## config.mk

```make
export PLATFORM = sky130hd
export DESIGN_NAME = calc_operand_entry
export DESIGN_NICKNAME = d
export VERILOG_FILES = /design/src/rtl/calc_pkg.sv /design/src/rtl/calc_digit_accum.sv /design/src/rtl/calc_operand_entry.sv
export SDC_FILE = /design/constraint.sdc
export NUM_CORES = 1
export LEC_CHECK = 0
export ABC_AREA = 1
export ABC_CLOCK_PERIOD_IN_PS = 2700
export BUFFER_PORTS_ARGS = -buffer_cell sky130_fd_sc_hd__buf_2
export CAP_MARGIN = 15
export CORE_ASPECT_RATIO = 1.4
export CORE_MARGIN = 2
export CORE_UTILIZATION = 59
export CTS_BUF_LIST = sky130_fd_sc_hd__clkbuf_4
export DETAILED_ROUTE_END_ITERATION = 12
export GPL_ROUTABILITY_DRIVEN = 1
export GPL_TIMING_DRIVEN = 0
export HOLD_SLACK_MARGIN = 0.15
export PLACE_DENSITY = 0.82
export SLEW_MARGIN = 20
export SYNTH_ARGS = -nofsm -noshare
export SYNTH_HDL_FRONTEND = slang
export SYNTH_SLANG_ARGS = --single-unit
```

## constraint.sdc

```tcl
create_clock -name clk -period 2.7 [get_ports clk]
set_input_delay 0.135 -clock clk [delete_from_list [all_inputs] [get_ports clk]]
set_output_delay 0.135 -clock clk [all_outputs]
set_load 0.1 [all_outputs]
```

## src/rtl/calc_pkg.sv

```systemverilog
// Shared definitions for the calculator keypad front end: key codes, the
// entry phase encoding, the idle operation code and a decimal digit counter.
package calc_pkg;

    localparam int unsigned KEY_W = 4;
    localparam int unsigned CNT_W = 2;

    localparam logic [KEY_W-1:0] KEY_ADD = 4'd10;
    localparam logic [KEY_W-1:0] KEY_SUB = 4'd11;
    localparam logic [KEY_W-1:0] KEY_MUL = 4'd12;
    localparam logic [KEY_W-1:0] KEY_CLR = 4'd13;
    localparam logic [KEY_W-1:0] KEY_EQ  = 4'd14;
    localparam logic [KEY_W-1:0] KEY_BS  = 4'd15;

    localparam logic [KEY_W-1:0] OP_IDLE = 4'd13;

    typedef enum logic [1:0] {
        ENTER_A = 2'd0,
        ENTER_B = 2'd1,
        SHOW    = 2'd2
    } phase_t;

    // Number of decimal digits needed to print v (0 for v == 0).
    function automatic logic [CNT_W-1:0] num_digits(input int unsigned v);
        int unsigned rem;
        int unsigned n;
        rem = v;
        n   = 0;
        for (int i = 0; i < 10; i++) begin
            if (rem != 0) begin
                n   = n + 1;
                rem = rem / 10;
            end
        end
        return CNT_W'(n);
    endfunction

endpackage

```

## src/rtl/calc_digit_accum.sv

```systemverilog
// Decimal operand accumulator: holds one operand and its digit count.
// Controls (priority order): clr, load (value=digit, count=1), push (shift in
// a decimal digit while below MAX_DIGITS), and with CALC_BACKSPACE_EN also
// pop (drop last digit) and recount (count = decimal digits of value).
// Ports: clk, rst, clr, load, push, [pop, recount], digit, value, cnt, cnt_nxt.
// cnt_nxt exposes the next-state count so the parent can register it.
module calc_digit_accum
    import calc_pkg::*;
#(
    parameter int unsigned OPW        = 7,
    parameter int unsigned MAX_DIGITS = 2
) (
    input  logic             clk,
    input  logic             rst,
    input  logic             clr,
    input  logic             load,
    input  logic             push,
`ifdef CALC_BACKSPACE_EN
    input  logic             pop,
    input  logic             recount,
`endif
    input  logic [KEY_W-1:0] digit,
    output logic [OPW-1:0]   value,
    output logic [CNT_W-1:0] cnt,
    output logic [CNT_W-1:0] cnt_nxt
);

    localparam int unsigned EW = OPW + 4;

    logic [OPW-1:0]   val_q, val_nxt;
    logic [CNT_W-1:0] cnt_q;
    logic [EW-1:0]    shifted;

    // value*10 + digit at extended width; digit limit keeps it within OPW
    assign shifted = EW'(val_q) * EW'(10) + EW'(digit);

    // Next-state selection
    always_comb begin
        val_nxt = val_q;
        cnt_nxt = cnt_q;
        if (clr) begin
            val_nxt = '0;
            cnt_nxt = '0;
        end else if (load) begin
            val_nxt = OPW'(digit);
            cnt_nxt = CNT_W'(1);
        end else if (push) begin
            if (cnt_q < CNT_W'(MAX_DIGITS)) begin
                val_nxt = OPW'(shifted);
                cnt_nxt = cnt_q + CNT_W'(1);
            end
`ifdef CALC_BACKSPACE_EN
        end else if (pop) begin
            if (cnt_q != '0) begin
                val_nxt = val_q / OPW'(10);
                cnt_nxt = cnt_q - CNT_W'(1);
            end
        end else if (recount) begin
            cnt_nxt = num_digits(32'(val_q));
`endif
        end
    end

    // Operand and count registers
    always_ff @(posedge clk or posedge rst) begin
        if (rst) begin
            val_q <= '0;
            cnt_q <= '0;
        end else begin
            val_q <= val_nxt;
            cnt_q <= cnt_nxt;
        end
    end

    assign value = val_q;
    assign cnt   = cnt_q;

endmodule

```

## src/rtl/calc_operand_entry.sv

```systemverilog
// Keypad front end of the calculator: builds two decimal operands from key
// strobes, holds the pending operation and commits op_code only on equals.
// Optional backspace key (15) is built when CALC_BACKSPACE_EN is defined.
// Ports:
//   clk, rst        clock, async active-high reset
//   key_code/valid  one-cycle key strobe from the debounced keypad
//   operand_a/b     calculator operand inputs
//   op_code         10 add, 11 sub, 12 mul, 13 idle
//   calc_go         one-cycle pulse on op_code commit
//   phase           0 ENTER_A, 1 ENTER_B, 2 SHOW
//   digit_cnt       digits entered into the current operand
module calc_operand_entry
    import calc_pkg::*;
#(
    parameter int unsigned OPW        = 7,
    parameter int unsigned MAX_DIGITS = 2
) (
    input  logic           clk,
    input  logic           rst,
    input  logic [3:0]     key_code,
    input  logic           key_valid,
    output logic [OPW-1:0] operand_a,
    output logic [OPW-1:0] operand_b,
    output logic [3:0]     op_code,
    output logic           calc_go,
    output logic [1:0]     phase,
    output logic [1:0]     digit_cnt
);

    phase_t           phase_q, phase_nxt;
    logic [KEY_W-1:0] op_pending_q, op_pending_nxt;
    logic [KEY_W-1:0] op_code_q, op_code_nxt;
    logic             go_q, go_nxt;
    logic [CNT_W-1:0] cnt_q, cnt_nxt;

    logic             a_clr, a_load, a_push;
    logic             b_clr, b_push;
    logic [CNT_W-1:0] a_cnt, b_cnt, a_cnt_nxt, b_cnt_nxt;
`ifdef CALC_BACKSPACE_EN
    logic             a_pop, a_recount, b_pop;
`endif

    logic is_digit, is_op;

    assign is_digit = key_valid && (key_code <= 4'd9);
    assign is_op    = key_valid && ((key_code == KEY_ADD) || (key_code == KEY_SUB) ||
                                    (key_code == KEY_MUL));

    calc_digit_accum #(.OPW(OPW), .MAX_DIGITS(MAX_DIGITS)) u_acc_a (
        .clk     (clk),
        .rst     (rst),
        .clr     (a_clr),
        .load    (a_load),
        .push    (a_push),
`ifdef CALC_BACKSPACE_EN
        .pop     (a_pop),
        .recount (a_recount),
`endif
        .digit   (key_code),
        .value   (operand_a),
        .cnt     (a_cnt),
        .cnt_nxt (a_cnt_nxt)
    );

    calc_digit_accum #(.OPW(OPW), .MAX_DIGITS(MAX_DIGITS)) u_acc_b (
        .clk     (clk),
        .rst     (rst),
        .clr     (b_clr),
        .load    (1'b0),
        .push    (b_push),
`ifdef CALC_BACKSPACE_EN
        .pop     (b_pop),
        .recount (1'b0),
`endif
        .digit   (key_code),
        .value   (operand_b),
        .cnt     (b_cnt),
        .cnt_nxt (b_cnt_nxt)
    );

    // Key decode and phase sequencing
    always_comb begin
        phase_nxt      = phase_q;
        op_pending_nxt = op_pending_q;
        op_code_nxt    = op_code_q;
        go_nxt         = 1'b0;
        a_clr          = 1'b0;
        a_load         = 1'b0;
        a_push         = 1'b0;
        b_clr          = 1'b0;
        b_push         = 1'b0;
`ifdef CALC_BACKSPACE_EN
        a_pop          = 1'b0;
        a_recount      = 1'b0;
        b_pop          = 1'b0;
`endif
        if (key_valid && (key_code == KEY_CLR)) begin
            phase_nxt      = ENTER_A;
            op_pending_nxt = OP_IDLE;
            op_code_nxt    = OP_IDLE;
            a_clr          = 1'b1;
            b_clr          = 1'b1;
        end else if (key_valid) begin
            case (phase_q)
                ENTER_A: begin
                    if (is_digit) begin
                        a_push = 1'b1;
                    end else if (is_op) begin
                        op_pending_nxt = key_code;
                        b_clr          = 1'b1;
                        phase_nxt      = ENTER_B;
`ifdef CALC_BACKSPACE_EN
                    end else if (key_code == KEY_BS) begin
                        a_pop = 1'b1;
`endif
                    end
                end
                ENTER_B: begin
                    if (is_digit) begin
                        b_push = 1'b1;
                    end else if (is_op) begin
                        // operation can be changed until the first B digit
                        if (b_cnt == '0) begin
                            op_pending_nxt = key_code;
                        end
                    end else if (key_code == KEY_EQ) begin
                        if (b_cnt != '0) begin
                            op_code_nxt = op_pending_q;
                            go_nxt      = 1'b1;
                            phase_nxt   = SHOW;
                        end
`ifdef CALC_BACKSPACE_EN
                    end else if (key_code == KEY_BS) begin
                        if (b_cnt != '0) begin
                            b_pop = 1'b1;
                        end else begin
                            // back out of the operation into operand A
                            phase_nxt      = ENTER_A;
                            op_pending_nxt = OP_IDLE;
                            a_recount      = 1'b1;
                        end
`endif
                    end
                end
                SHOW: begin
                    // a digit after a result starts a fresh calculation
                    if (is_digit) begin
                        a_load         = 1'b1;
                        b_clr          = 1'b1;
                        op_code_nxt    = OP_IDLE;
                        op_pending_nxt = OP_IDLE;
                        phase_nxt      = ENTER_A;
                    end
                end
                default: begin
                    phase_nxt = ENTER_A;
                end
            endcase
        end

        // digit count tracks whichever operand is active after this edge
        cnt_nxt = (phase_nxt == ENTER_A) ? a_cnt_nxt : b_cnt_nxt;
    end

    // Control state registers
    always_ff @(posedge clk or posedge rst) begin
        if (rst) begin
            phase_q      <= ENTER_A;
            op_pending_q <= OP_IDLE;
            op_code_q    <= OP_IDLE;
            go_q         <= 1'b0;
            cnt_q        <= '0;
        end else begin
            phase_q      <= phase_nxt;
            op_pending_q <= op_pending_nxt;
            op_code_q    <= op_code_nxt;
            go_q         <= go_nxt;
            cnt_q        <= cnt_nxt;
        end
    end

    assign op_code   = op_code_q;
    assign calc_go   = go_q;
    assign phase     = phase_q;
    assign digit_cnt = cnt_q;

    // a_cnt is only needed by the accumulator itself; the count output comes
    // from the registered next-state selection above
    logic unused_cnt;
    assign unused_cnt = ^a_cnt;

endmodule

```

* Yosys cells after proc, flatten, opt, wreduce, memory -nomap -nowiden *
Index checks and enable logic that the tools add are counted.

operators by class
  divide/modulo/power cells = 0
  eq/ne operators = 16
  shifts and indexed selects = 0
  add/sub/neg operators = 4
  $lt $le $gt $ge = 3
  bitwise gates (word level) = 0
  reductions and logical operators = 20
  $mul = 2
  mux-type cells = 64

operator list
  kind                                                    count
  2-to-1 mux 4 bit                                        14
  2-to-1 mux 7 bit                                        7
  2-to-1 mux 2 bit                                        17
  != test 3 bit (second input constant)                   9
  2-to-1 mux 1 bit                                        22
  == test 4 bit (second input constant)                   5
  adder 7 x 4 -> 7 bit                                    2
  multiplier 7 x 3 -> 6 bit (second input constant)       2
  one-hot mux 4 bit (3 select lines)                      1
  nonzero test 3 bit                                      3
  one-hot mux 4 bit (2 select lines)                      1
  AND reduction 8 bit                                     1
  nonzero test 2 bit                                      4
  AND reduction 7 bit                                     1
  logical NOT 2 bit                                       3
  one-hot mux 2 bit (3 select lines)                      1
  adder 2 x 1 -> 2 bit (second input constant)            2
  less-or-equal comparator 4 bit (second input constant)  1
  < comparator 2 bit (second input constant)              2
  AND reduction 2 bit                                     2
  nonzero test 4 bit                                      1
  logical AND 1 bit                                       3
  == test 2 x 1 -> 1 bit (second input constant)          1
  == test 2 bit (second input constant)                   1
  other kinds (2)                                         3

word-level totals
  memory bits (read-only) = 0
  flip-flop bits (word level) = 31
  input port bits = 7
  latch bits = 0
  logic and storage cells = 118
  output and inout port bits = 23
  memories = 0
  RAM bits = 0

* Depth between registers and ports, before layout *
  word-level depth = 11
  gate-level depth with buffers = 12
  depth with buffers taken out = 12

* By module *
Synthesis repeated with hierarchy kept, for this count alone.

second synthesis, totals
  cells, all modules = 307
  area total of the unflattened synthesis = 2284.7 sq um

by module, submodules not included
  module                      cells an instance  instances  area an instance (sq um)  seq. area each (sq um)
  calc_operand_entry          109                1          810.8                     332.8
  calc_digit_accum (u_acc_a)  98                 1          737.0                     225.2
  calc_digit_accum (u_acc_b)  100                1          737.0                     225.2

* Worst setup path before layout *
No wires, ideal clock.

  path kind = reg-to-reg
  from = register u_acc_b.val_q[1], in the netlist u_acc_b.value[1]
  to = register u_acc_b.val_q[6], in the netlist u_acc_b.value[6]
  setup time = 113 ps
  period minus slack after synthesis = 2733 ps
  required time = 2587 ps
  stages on the path, launching flop included = 13
  path buffers = 0
  data arrival time = 2620 ps
  path slack = -33 ps
  cell sequence = dfrtp_1 ha_1 ha_1 inv_1 fa_1 nor2_1 inv_1 o21ai_0 inv_1 nand2_1 nand3_1 nand2_1 inv_1

on the way
  word-level cells in the longest chain between the ends = 5

RTL lines
  element                    RTL line                source
  start: declaration         calc_digit_accum.sv:30  logic [OPW-1:0] val_q, val_nxt;
  start signal: assignment   calc_digit_accum.sv:70  val_q <= val_nxt;
  multiplier 7 x 3 -> 6 bit  calc_digit_accum.sv:35  assign shifted = EW'(val_q) * EW'(10) + EW'(digit);
  adder 7 x 4 -> 7 bit       calc_digit_accum.sv:35
  2-to-1 mux 7 bit           calc_digit_accum.sv:48  if (cnt_q < CNT_W'(MAX_DIGITS)) begin
  2-to-1 mux 7 bit           calc_digit_accum.sv:47  end else if (push) begin
  2-to-1 mux 7 bit           calc_digit_accum.sv:41  if (clr) begin

No other way between the ends. The select of a mux whose other input is x is not followed.
A chain may end at the register's enable or synchronous reset.

* Final worst setup path *
Ends and elaborated chain as after synthesis.

==> impl_metrics.toml <==
[sta]
finalCritPeriodShare = 0.853
worst_pin_slew_ns = 0.642
final.min_clock_period_ns = 2.30
hold_viol = 0
fin_tns_setup_ns = 0
relSlewSlack = 0.571
rsz0062_at_grt = "false"
setup_viol = 0
fmax_mhz = 434
timing.final.max_slew_violations = 0
skew_ns = 0.00941

[critical_path]
regToRegStartpoint = "u_acc_b.value[1]"
crit_path_start = "u_acc_b.value[1]"
endpoint_kind = "register"
critPathKind = "reg2reg"
cp_data_arrival_time_ns = 2.55
crit_path_start_kind = "register"
cp.required_ns = 2.95
critPathMaxFanout = 5

[cells_and_area]
final_common_cell = "nand2_1"
most-common-layout-cells = "nand2_1 (76), inv_1 (30), buf_2 (29)"
area_growth_pct = 13.8
nets = 330
multiInputGateArea_sq_um = 1160
fillers = 290
regArea_sq_um = 786
n_antenna_cell = 0
drive_gt1_frac = 0.234

[placed_design]
place_congestion = 0.891
dp_hpwl_mm = 3.16
io_buffers = 29

[worst_hold_path]
hold_start = "key_valid"
hold_class = "in2reg"

[detailed_routing]
via_per_inst = 5.19
vias = 1786
antenna_left = 0
dr.pass1.iters = 4
wl_per_cell_um = 12.1
route.detailed.drc = 0
drtIter0Drc = 46
drt-total-wl_mm = 4.18

[yosys]
syn_avg_cell_area_sq_um = 7.91
syn_nets = 291
yosysWarnings = 0
synth-compound-area-share = 0.0647
synth-simple-area-share = 0.308
synth_top_family_by_area = "simple AND/OR/NAND/NOR gates"
synth_seq_area_share = 0.375
synthMuxAreaShare = 0
yosysUniqueCellTypes = 26
syn_area_sq_um = 2090
synth_seq_cells = 31
synth_fa_ha_area_frac = 0.134
syn-instance-count = 264
synth-xor-area-share = 0.0503

[clocking]
cts_made_buffers = 5
cts-root-buf = "clkbuf_4"
clk_pin_slew_ns = 0.10
htree_levels = 2
cts.path.max_buffers = 2
tritoncts = "built"
clock_sinks = 31
clock_latency_ns = 0.34
cts_setup_buffers = 0

[global_routing]
grt_antenna_before_repair = 0
grt-ovfl-total = 0
grt_pass1_vias = 1763
grtUsageTotal = 0.237
grt_max_degree = 32
grt_pass1_wl_mm = 6.97

[floorplanning]
coreArea_sq_um = 3380
chipHeight_um = 74.4
die_x_um = 54.3
io_pins = 30
die-area_sq_um = 4040
std_cell_rows = 25
initial_core_util = 0.619

[outcome]
status = "finished clean"

[job]
maxCapViolations = 0
worst paths after layout:
kind	to	cells past startpoint	slack, ns
max in group asynchronous	u_acc_b.value[3]	3	1.81
max	u_acc_b.value[6]	12	0.40
min in group asynchronous	u_acc_b.value[6]	3	0.45
min	calc_go	3	0.19
min reg2reg	op_code[2]	2	0.46
max reg2reg	u_acc_b.value[6]	12	0.40
sequential cells by signal, indices dropped and copies added, names as in the netlist:
register,count
u_acc_a.value,7
u_acc_b.value,7
op_code,4
op_pending_q,4
digit_cnt,2
phase,2
u_acc_a.cnt,2
u_acc_b.cnt,2
calc_go,1
area by class of cell:
class                      count  area share
sequential                    31       0.331
inverter                      38      0.0600
multi-input combinational    195       0.489
tap                           40      0.0211
timing repair buffer          32      0.0737
clock buffer                   8      0.0253
cells in the mapped netlist:
master	number	area [sq um]
nand2_1	76	285
o21ai_0	7	35.0
ha_1	16	200
o22ai_1	1	6.26
nor3_1	1	5.00
a21oi_1	5	25.0
nor3_2	1	10.0
nand3b_1	2	15.0
nor2_2	2	12.5
nor2_1	20	75.1
a31oi_1	1	6.26
nor2_4	7	78.8
o21ai_1	11	55.1
inv_2	7	26.3
xor2_1	4	35.0
inv_1	31	116
nand4_1	2	12.5
dfrtp_1	25	626
fa_1	4	80.1
nand2_2	6	37.5
dfstp_2	6	158
xnor2_1	8	70.1
nand2b_1	1	6.26
nand3_1	17	85.1
nand3_2	2	20.0
o211ai_1	1	7.51
critical path, stage by stage, from the launching register on:
cell and delay [ns]:
dfrtp_2 0.46, ha_1 0.30, ha_1 0.19, inv_1 0.06
fa_1 0.45, nor2_1 0.17, inv_1 0.05, o21ai_0 0.24
inv_1 0.07, nand2_1 0.07, nand3_1 0.06, nand2_1 0.06
inv_1 0.03
kinds of logic after synthesis:
family,count (synthesis)
buffers and inverters,38
AND/OR/NAND/NOR,137
AO/OA/AOI/OAI,26
adder cells (fa/ha/maj),20
XOR/XNOR,12
flip-flops,31
metrics by stage:
step / setup slack, ns / util / hold slack [ns] / std cells / cell area (sq um)
finish: 0.397 / 0.704 / 0.194 / 344 / 2380
global route: 0.301 / 0.704 / 0.201 / 344 / 2380
CTS: 0.408 / 0.704 / 0.176 / 344 / 2380
detailed placement: 0.428 / 0.677 / 0.258 / 333 / 2290
global placement: 0.445 / 0.677 / 0.450 / 333 / 2290
floorplan: 0.134 / - / 0.234 / 264 / 2090
repair_timing:
| item | 4_1_cts | 5_1_grt |
|---|---|---|
| endpoints found under the hold margin | 29 | 0 |
| gates resized for setup | 0 | 0 |
| hold buffers | 3 | 0 |
| setup endpoints to repair | 0 | 0 |
layer usage:
layer / GRT usage / wire, um
met5: 0 / 0
met4: 0.131 / 102
met3: 0.0382 / 128
met2: 0.435 / 2240
met1: 0.246 / 1710
Power is left out: the tool's default activity adds up to more than one toggle a clock period on the data nets, which glitch-free logic cannot reach.
